===== config.mk =====
export PLATFORM = sky130hd
export DESIGN_NAME = draw_scheduler
export DESIGN_NICKNAME = d
export VERILOG_FILES = /design/src/rtl/draw_scheduler.sv
export SDC_FILE = /design/constraint.sdc
export NUM_CORES = 1
export LEC_CHECK = 0
export BUFFER_PORTS_ARGS = -buffer_cell sky130_fd_sc_hd__buf_2
export CORE_MARGIN = 1.5
export CORE_UTILIZATION = 47
export DETAILED_ROUTE_END_ITERATION = 10
export GPL_ROUTABILITY_DRIVEN = 1
export GPL_TIMING_DRIVEN = 0
export PLACE_DENSITY = 0.79
export SKIP_CTS_REPAIR_TIMING = 1
export SYNTH_ARGS = -nofsm -noshare
export SYNTH_HDL_FRONTEND = slang
export SYNTH_SLANG_ARGS = --single-unit
export TNS_END_PERCENT = 1

===== constraint.sdc =====
create_clock -name clk -period 2.35 [get_ports clk]
set_clock_uncertainty 0.1 [all_clocks]
set_input_delay 0.3525 -clock clk [delete_from_list [all_inputs] [get_ports clk]]
set_output_delay 0.3525 -clock clk [all_outputs]
set_load 0.01 [all_outputs]

===== src/rtl/draw_scheduler.sv =====
// Round-robin rectangle rasteriser and full-screen clear sequencer driving the VGA pixel port.
// Optional build macro DRAW_SCHED_CLIP_EN suppresses vga_plot for off-screen rectangle pixels.
module draw_scheduler #(
  parameter int NUM_REQ  = 4,
  parameter int SCREEN_W = 160,
  parameter int SCREEN_H = 120
) (
  input  logic                 clk,
  input  logic                 resetn,
  input  logic [NUM_REQ-1:0]   req,
  input  logic [8*NUM_REQ-1:0] rect_x,
  input  logic [7*NUM_REQ-1:0] rect_y,
  input  logic [4*NUM_REQ-1:0] rect_w_m1,
  input  logic [4*NUM_REQ-1:0] rect_h_m1,
  input  logic [3*NUM_REQ-1:0] rect_colour,
  input  logic                 clear_req,
  output logic [NUM_REQ-1:0]   grant,
  output logic                 clear_ack,
  output logic                 done,
  output logic                 busy,
  output logic [7:0]           vga_x,
  output logic [6:0]           vga_y,
  output logic [2:0]           vga_colour,
  output logic                 vga_plot
);

  localparam int PW = (NUM_REQ > 1) ? $clog2(NUM_REQ) : 1;

  typedef enum logic [1:0] {IDLE, DRAW, CLEAR} state_t;

  state_t        state;
  logic [PW-1:0] rr_ptr;
  logic [7:0]    x0;
  logic [6:0]    y0;
  logic [3:0]    w_m1, h_m1, ox, oy;
  logic [2:0]    colour;
  logic [7:0]    cx;
  logic [6:0]    cy;

  logic          any_req;
  logic [PW-1:0] sel, cand, next_ptr;
  int unsigned   cand_i;

  // First asserted request at or after rr_ptr, wrapping around.
  always_comb begin
    any_req = 1'b0;
    sel     = '0;
    cand    = '0;
    cand_i  = 0;
    for (int unsigned k = 0; k < NUM_REQ; k++) begin
      cand_i = (32'(rr_ptr) + k) % NUM_REQ;
      cand   = PW'(cand_i);
      if (!any_req && req[cand]) begin
        any_req = 1'b1;
        sel     = cand;
      end
    end
    next_ptr = (sel == PW'(NUM_REQ - 1)) ? '0 : sel + 1'b1;
  end

  logic [7:0] px;
  logic [6:0] py;
  logic       plot_en;

`ifdef DRAW_SCHED_CLIP_EN
  logic [8:0] px_full;
  logic [7:0] py_full;
  always_comb begin
    px_full = {1'b0, x0} + {5'b0, ox};
    py_full = {1'b0, y0} + {4'b0, oy};
    px      = px_full[7:0];
    py      = py_full[6:0];
    plot_en = (px_full < 9'(SCREEN_W)) && (py_full < 8'(SCREEN_H));
  end
`else
  always_comb begin
    px      = x0 + {4'b0, ox};
    py      = y0 + {3'b0, oy};
    plot_en = 1'b1;
  end
`endif

  always_ff @(posedge clk) begin
    if (!resetn) begin
      state      <= IDLE;
      rr_ptr     <= '0;
      grant      <= '0;
      clear_ack  <= 1'b0;
      done       <= 1'b0;
      busy       <= 1'b0;
      vga_x      <= '0;
      vga_y      <= '0;
      vga_colour <= '0;
      vga_plot   <= 1'b0;
      x0         <= '0;
      y0         <= '0;
      w_m1       <= '0;
      h_m1       <= '0;
      colour     <= '0;
      ox         <= '0;
      oy         <= '0;
      cx         <= '0;
      cy         <= '0;
    end else begin
      grant     <= '0;
      clear_ack <= 1'b0;
      done      <= 1'b0;
      busy      <= 1'b0;
      vga_plot  <= 1'b0;
      case (state)
        IDLE: begin
          // busy still reflects the final pixel of the operation just finished.
          done <= busy;
          if (clear_req) begin
            clear_ack <= 1'b1;
            cx        <= '0;
            cy        <= '0;
            state     <= CLEAR;
          end else if (any_req) begin
            grant  <= NUM_REQ'(1) << sel;
            x0     <= rect_x[8*sel +: 8];
            y0     <= rect_y[7*sel +: 7];
            w_m1   <= rect_w_m1[4*sel +: 4];
            h_m1   <= rect_h_m1[4*sel +: 4];
            colour <= rect_colour[3*sel +: 3];
            ox     <= '0;
            oy     <= '0;
            rr_ptr <= next_ptr;
            state  <= DRAW;
          end
        end
        DRAW: begin
          busy       <= 1'b1;
          vga_plot   <= plot_en;
          vga_x      <= px;
          vga_y      <= py;
          vga_colour <= colour;
          if (ox == w_m1) begin
            ox <= '0;
            if (oy == h_m1) state <= IDLE;
            else            oy    <= oy + 1'b1;
          end else begin
            ox <= ox + 1'b1;
          end
        end
        CLEAR: begin
          busy       <= 1'b1;
          vga_plot   <= 1'b1;
          vga_x      <= cx;
          vga_y      <= cy;
          vga_colour <= '0;
          if (cx == 8'(SCREEN_W - 1)) begin
            cx <= '0;
            if (cy == 7'(SCREEN_H - 1)) state <= IDLE;
            else                        cy    <= cy + 1'b1;
          end else begin
            cx <= cx + 1'b1;
          end
        end
        default: state <= IDLE;
      endcase
    end
  end

endmodule


## Word-level counts from Yosys, hierarchy flattened

Index checks and enable logic that the tools add are counted.

- Logic and storage cells: 123
- Bits of input ports: 111
- Register bits: 78

- $mul: 2
- Multiplexer cells: 43
- Bitwise gates (word level): 4
- Eq/ne operators: 17
- Reductions and logical operators: 19
- $add $sub $neg: 10
- Shift operators: 6
- Order comparisons: 4

Operator list:

| operator | count |
|---|---|
| $pmux 8 s2 | 2 |
| $shiftx 16x5->4 | 2 |
| $shiftx 32x6->8 | 1 |
| $pmux 7 s2 | 2 |
| $shiftx 28x6->7 | 1 |
| $mux 2 | 11 |
| $mux 7 | 3 |
| $mux 4 | 5 |
| $ne 2x2->1 const B | 9 |
| $mux 8 | 2 |
| $pmux 4 s2 | 2 |
| $lt 2x3->1 const B | 4 |
| $shiftx 12x5->3 | 1 |
| $mux 1 | 10 |
| $reduce_and 5->1 | 2 |
| $add 4x1->4 const B | 2 |
| $add 8x1->8 const B | 1 |
| $add 8x4->8 | 1 |
| $bmux 1 s2 | 4 |
| $eq 4x4->1 | 2 |
| $eq 8x8->1 const B | 1 |
| $add 7x1->7 const B | 1 |
| $add 7x4->7 | 1 |
| $eq 7x7->1 const B | 1 |
| 20 further kinds | 34 |

## Depth between registers and ports, before layout

- Depth after elaboration: 15
- Gate-level depth with buffers: 8
- Mapped depth without buffers: 8

## Worst setup path after synthesis

OpenSTA, ideal clock, no wires.

- Path type: reg2reg
- From: register cx[0]
- To: register cy[3]
- Setup time: 0.070 ns
- Path slack: 0.057 ns
- Data required time: 2.180 ns
- Clock period less this slack: 2.293 ns
- Stages on the path, launching flop included: 8
- Arrival: 2.123 ns
- Cell sequence: dfxtp_1 > ha_1 > nand4_1 > or4b_4 > o21a_1 > buf_6 > or4_1 > a21oi_1

- Longest elaborated chain between the ends: 3

Ends and longest elaborated chain:

| item | line | RTL |
|---|---|---|
| start: declaration | 37 | `logic [7:0] cx;` |
| start signal: assignment | 157 | `cx <= cx + 1'b1;` |
| $eq 8x8->1 | 152 | `if (cx == 8'(SCREEN_W - 1)) begin` |
| $ne 2x2->1 (no line) | n/a |  |
| $reduce_and 4->1 (no line) | n/a |  |
| end signal: assignment | 155 | `else cy <= cy + 1'b1;` |
| end: declaration | 38 | `logic [6:0] cy;` |

No other way between the ends.
A chain may end at the register's enable or synchronous reset.

## Final worst setup path

Same ends and word-level chain as after synthesis.

==> impl_metrics.py <==
metrics = {
    "global_route": {
        "grt_max_degree": 13,
        "grt_antenna_before_repair": 0,
        "overflow": 0,
        "grt_pass1_wl_microns": 22850,
        "grtUsageTotal_pct": 28.10,
        "grt_pass1_vias": 4781,
    },
    "power": {
        "finalPower_mw": 4.686,
        "p_leak_nw": 2.394,
        "power_density_nw_per_um2": 808.4,
        "peakVddDrop_uv": 327.4,
    },
    "die": {
        "io_pins": 137,
        "die_area_sq_um": 10580,
        "die_h_microns": 102.8,
        "rows": 36,
        "die_width_microns": 102.8,
        "initial_core_util_pct": 48.15,
        "coreArea_sq_um": 9729,
    },
    "logic_synthesis": {
        "yosysUniqueCellTypes": 57,
        "async_flop_share_pct": 0,
        "synth_nets": 682,
        "synthesis.instances": 554,
        "synth.avg_cell_area_sq_um": 8.456,
        "yosysWarnings": 0,
        "synth-edff-count": 0,
        "synthesis.area_sq_um": 4684,
        "ys_ff_latch": 78,
        "ys.flop_type": "dfxtp_1",
        "ys_seq_area_share_pct": 33.33,
    },
    "clock_tree": {
        "cts_tree": "built",
        "cts.sinks": 78,
        "clock_latency_ps": 360,
        "cts_buffers": 9,
        "clock_path_buffers": 2,
        "clkTransAtPathRegs_ps": 80,
        "cts_root_buf": "clkbuf_8",
        "cts.htree.levels": 3,
    },
    "cells_and_area": {
        "final_area_sq_um": 5797,
        "final_nets": 830,
        "areaGrowthSynthToFinish_pct": 23.74,
        "layout_common_cells": "142 x buf_2, 75 x dfxtp_1, 54 x nand2_1, 36 x nor2_1, 36 x nand4_1",
        "drive_gt1_share_pct": 27.16,
        "final_common_cell": "buf_2",
        "antenna_cells": 0,
    },
    "placement": {
        "detailed_place_hpwl_microns": 11170,
        "post-place-ws_ps": -417.2,
        "gp_congestion": 0.9424,
        "place_area_sq_um": 5532,
        "numPortBuffers": 136,
    },
    "setup_path": {
        "crit_required_ps": 2540,
        "path_max_fanout": 10,
        "r2r-start": "cx[0]$_SDFFE_PN0P_",
        "crit_arrival_ps": 2590,
        "crit_chain": "ha_4, nand4_1, or4b_4, o21a_1, buf_6, or4_1, a21oi_1",
        "regToRegSetupSlack_ps": -50,
        "worst_setup_path_start_kind": "flip-flop",
        "timing.rr.end": "cy[3]$_SDFFE_PN0P_",
        "path_class": "flip-flop to flip-flop",
        "endpoint_kind": "flip-flop",
        "worst-r2r-cell-count": 7,
        "cpMaxStageDelayCell": "or4b_4",
        "slowest_delay_ps": 620,
    },
    "timing": {
        "setup_ws_ps": -48.02,
        "rsz0062_at_grt": "yes",
        "post-route-period-util_pct": 102.0,
        "slew_headroom_pct": 52.88,
        "worst_pin_slew_ps": 704.2,
        "period_needed_ps": 2398,
        "hold_viol": 0,
        "setup_tns_ps": -73.60,
        "fin_hold_ws_ps": 189.3,
        "drv_slew": 0,
        "fmaxAchievable_mhz": 417.0,
        "setup_viol": 2,
    },
    "detailed_routing": {
        "drtIter0Drc": 216,
        "routed_via_density": 5.836,
        "ant_nets": 0,
        "route.vias.total": 4902,
        "wl_microns": 14610,
        "drc": 0,
        "routedWlPerCell_microns": 17.39,
        "first_pass_iters": 5,
    },
    "min_path": {
        "hold_start": "rect_y[22]",
        "min_path_type": "primary input to flip-flop",
        "whs_path_depth": 3,
        "holdPathEnd": "y0[1]$_SDFFE_PN0P_",
    },
    "run": {
        "maxCapViolations": 0,
    },
    "status": {
        "violations": "negative setup slack",
        "status": "finished, violations left",
    },
}
[layer usage]
metal | GRT usage, % | wire length [microns]
met1 | 34.84 | 6155
met2 | 47.63 | 6999
met3 | 5.627 | 1045
met4 | 12.06 | 406
met5 | 0 | 0
[worst max path at each step]
stage,from,end,depth (start not counted)
2_1_floorplan,cx[0]$_SDFFE_PN0P_,cy[3]$_SDFFE_PN0P_,7
3_3_place_gp,req[0],x0[4]$_SDFFE_PN0P_,7
4_1_cts,cx[0]$_SDFFE_PN0P_,state[0]$_SDFFE_PN0P_,6
5_1_grt,cx[0]$_SDFFE_PN0P_,state[0]$_SDFFE_PN0P_,6
6_report,cx[0]$_SDFFE_PN0P_,cy[3]$_SDFFE_PN0P_,7
3_5_place_dp,req[0],x0[2]$_SDFFE_PN0P_,7
[area by class of cell]
type,count,area (sq um)
fillers,938,3933
inverters,16,60.06
clock buffers,12,145.1
clock inverters,4,22.52
plain buffers,39,201.4
flip-flops and latches,78,1570
well taps,133,166.4
multi-input cells,421,2943
repair buffers,137,688.2
[cells in the mapped netlist, types with 11 or more instances]
cell / n / area share [%]
nand2b_1: 11 / 1.5
dfxtp_1: 78 / 33
clkbuf_1: 22 / 1.8
nand4_1: 36 / 4.8
xnor2_1: 18 / 3.4
o31ai_1: 30 / 4.8
a21oi_1: 16 / 1.7
ha_1: 15 / 4.0
a21o_1: 28 / 4.5
o21ai_0: 20 / 2.1
nand2_1: 54 / 4.3
nor2_1: 37 / 3.0
mux2i_1: 32 / 6.8
o211ai_1: 32 / 5.1
inv_1: 16 / 1.3
[through the flow]
stage	std cells	util, %
finish	840	59.58
global route	840	59.58
CTS	839	58.58
detailed placement	823	56.85
global placement	823	56.85
floorplan	554	-
[worst max-delay path: cells and delay by family, from the launching register on]
kind | cells | cell delay (ps)
compound gates | 2 | 350
buf+inv | 1 | 140
simple gates | 3 | 1210
flops | 1 | 380
fa+ha+maj | 1 | 150
[sequential cells by signal, indices dropped and copies added, names as in the netlist]
register / cells
cy: 7
done: 1
x0: 8
clear_ack: 1
h_m1: 4
state: 2
cx: 8
vga_colour: 3
vga_plot: 1
oy: 4
vga_y: 7
grant: 4
w_m1: 4
ox: 4
y0: 7
vga_x: 8
rr_ptr: 2
colour: 3
[cells by family after synthesis]
kind of cell	Yosys count	share of synthesized area [%]
buf+inv	55	5.315
xor+xnor	24	4.487
flops	78	33.33
fa+ha+maj	17	4.861
compound gates	163	24.95
mux	33	7.078
simple gates	184	19.98
[where the power goes]
group | internal (mW) | total, mW | switching (mW)
clock network | 0.408 | 0.909 | 0.501
logic | 0.832 | 2.03 | 1.20
registers | 1.56 | 1.75 | 0.187
Note: power is estimated with default switching activity, not from simulation.
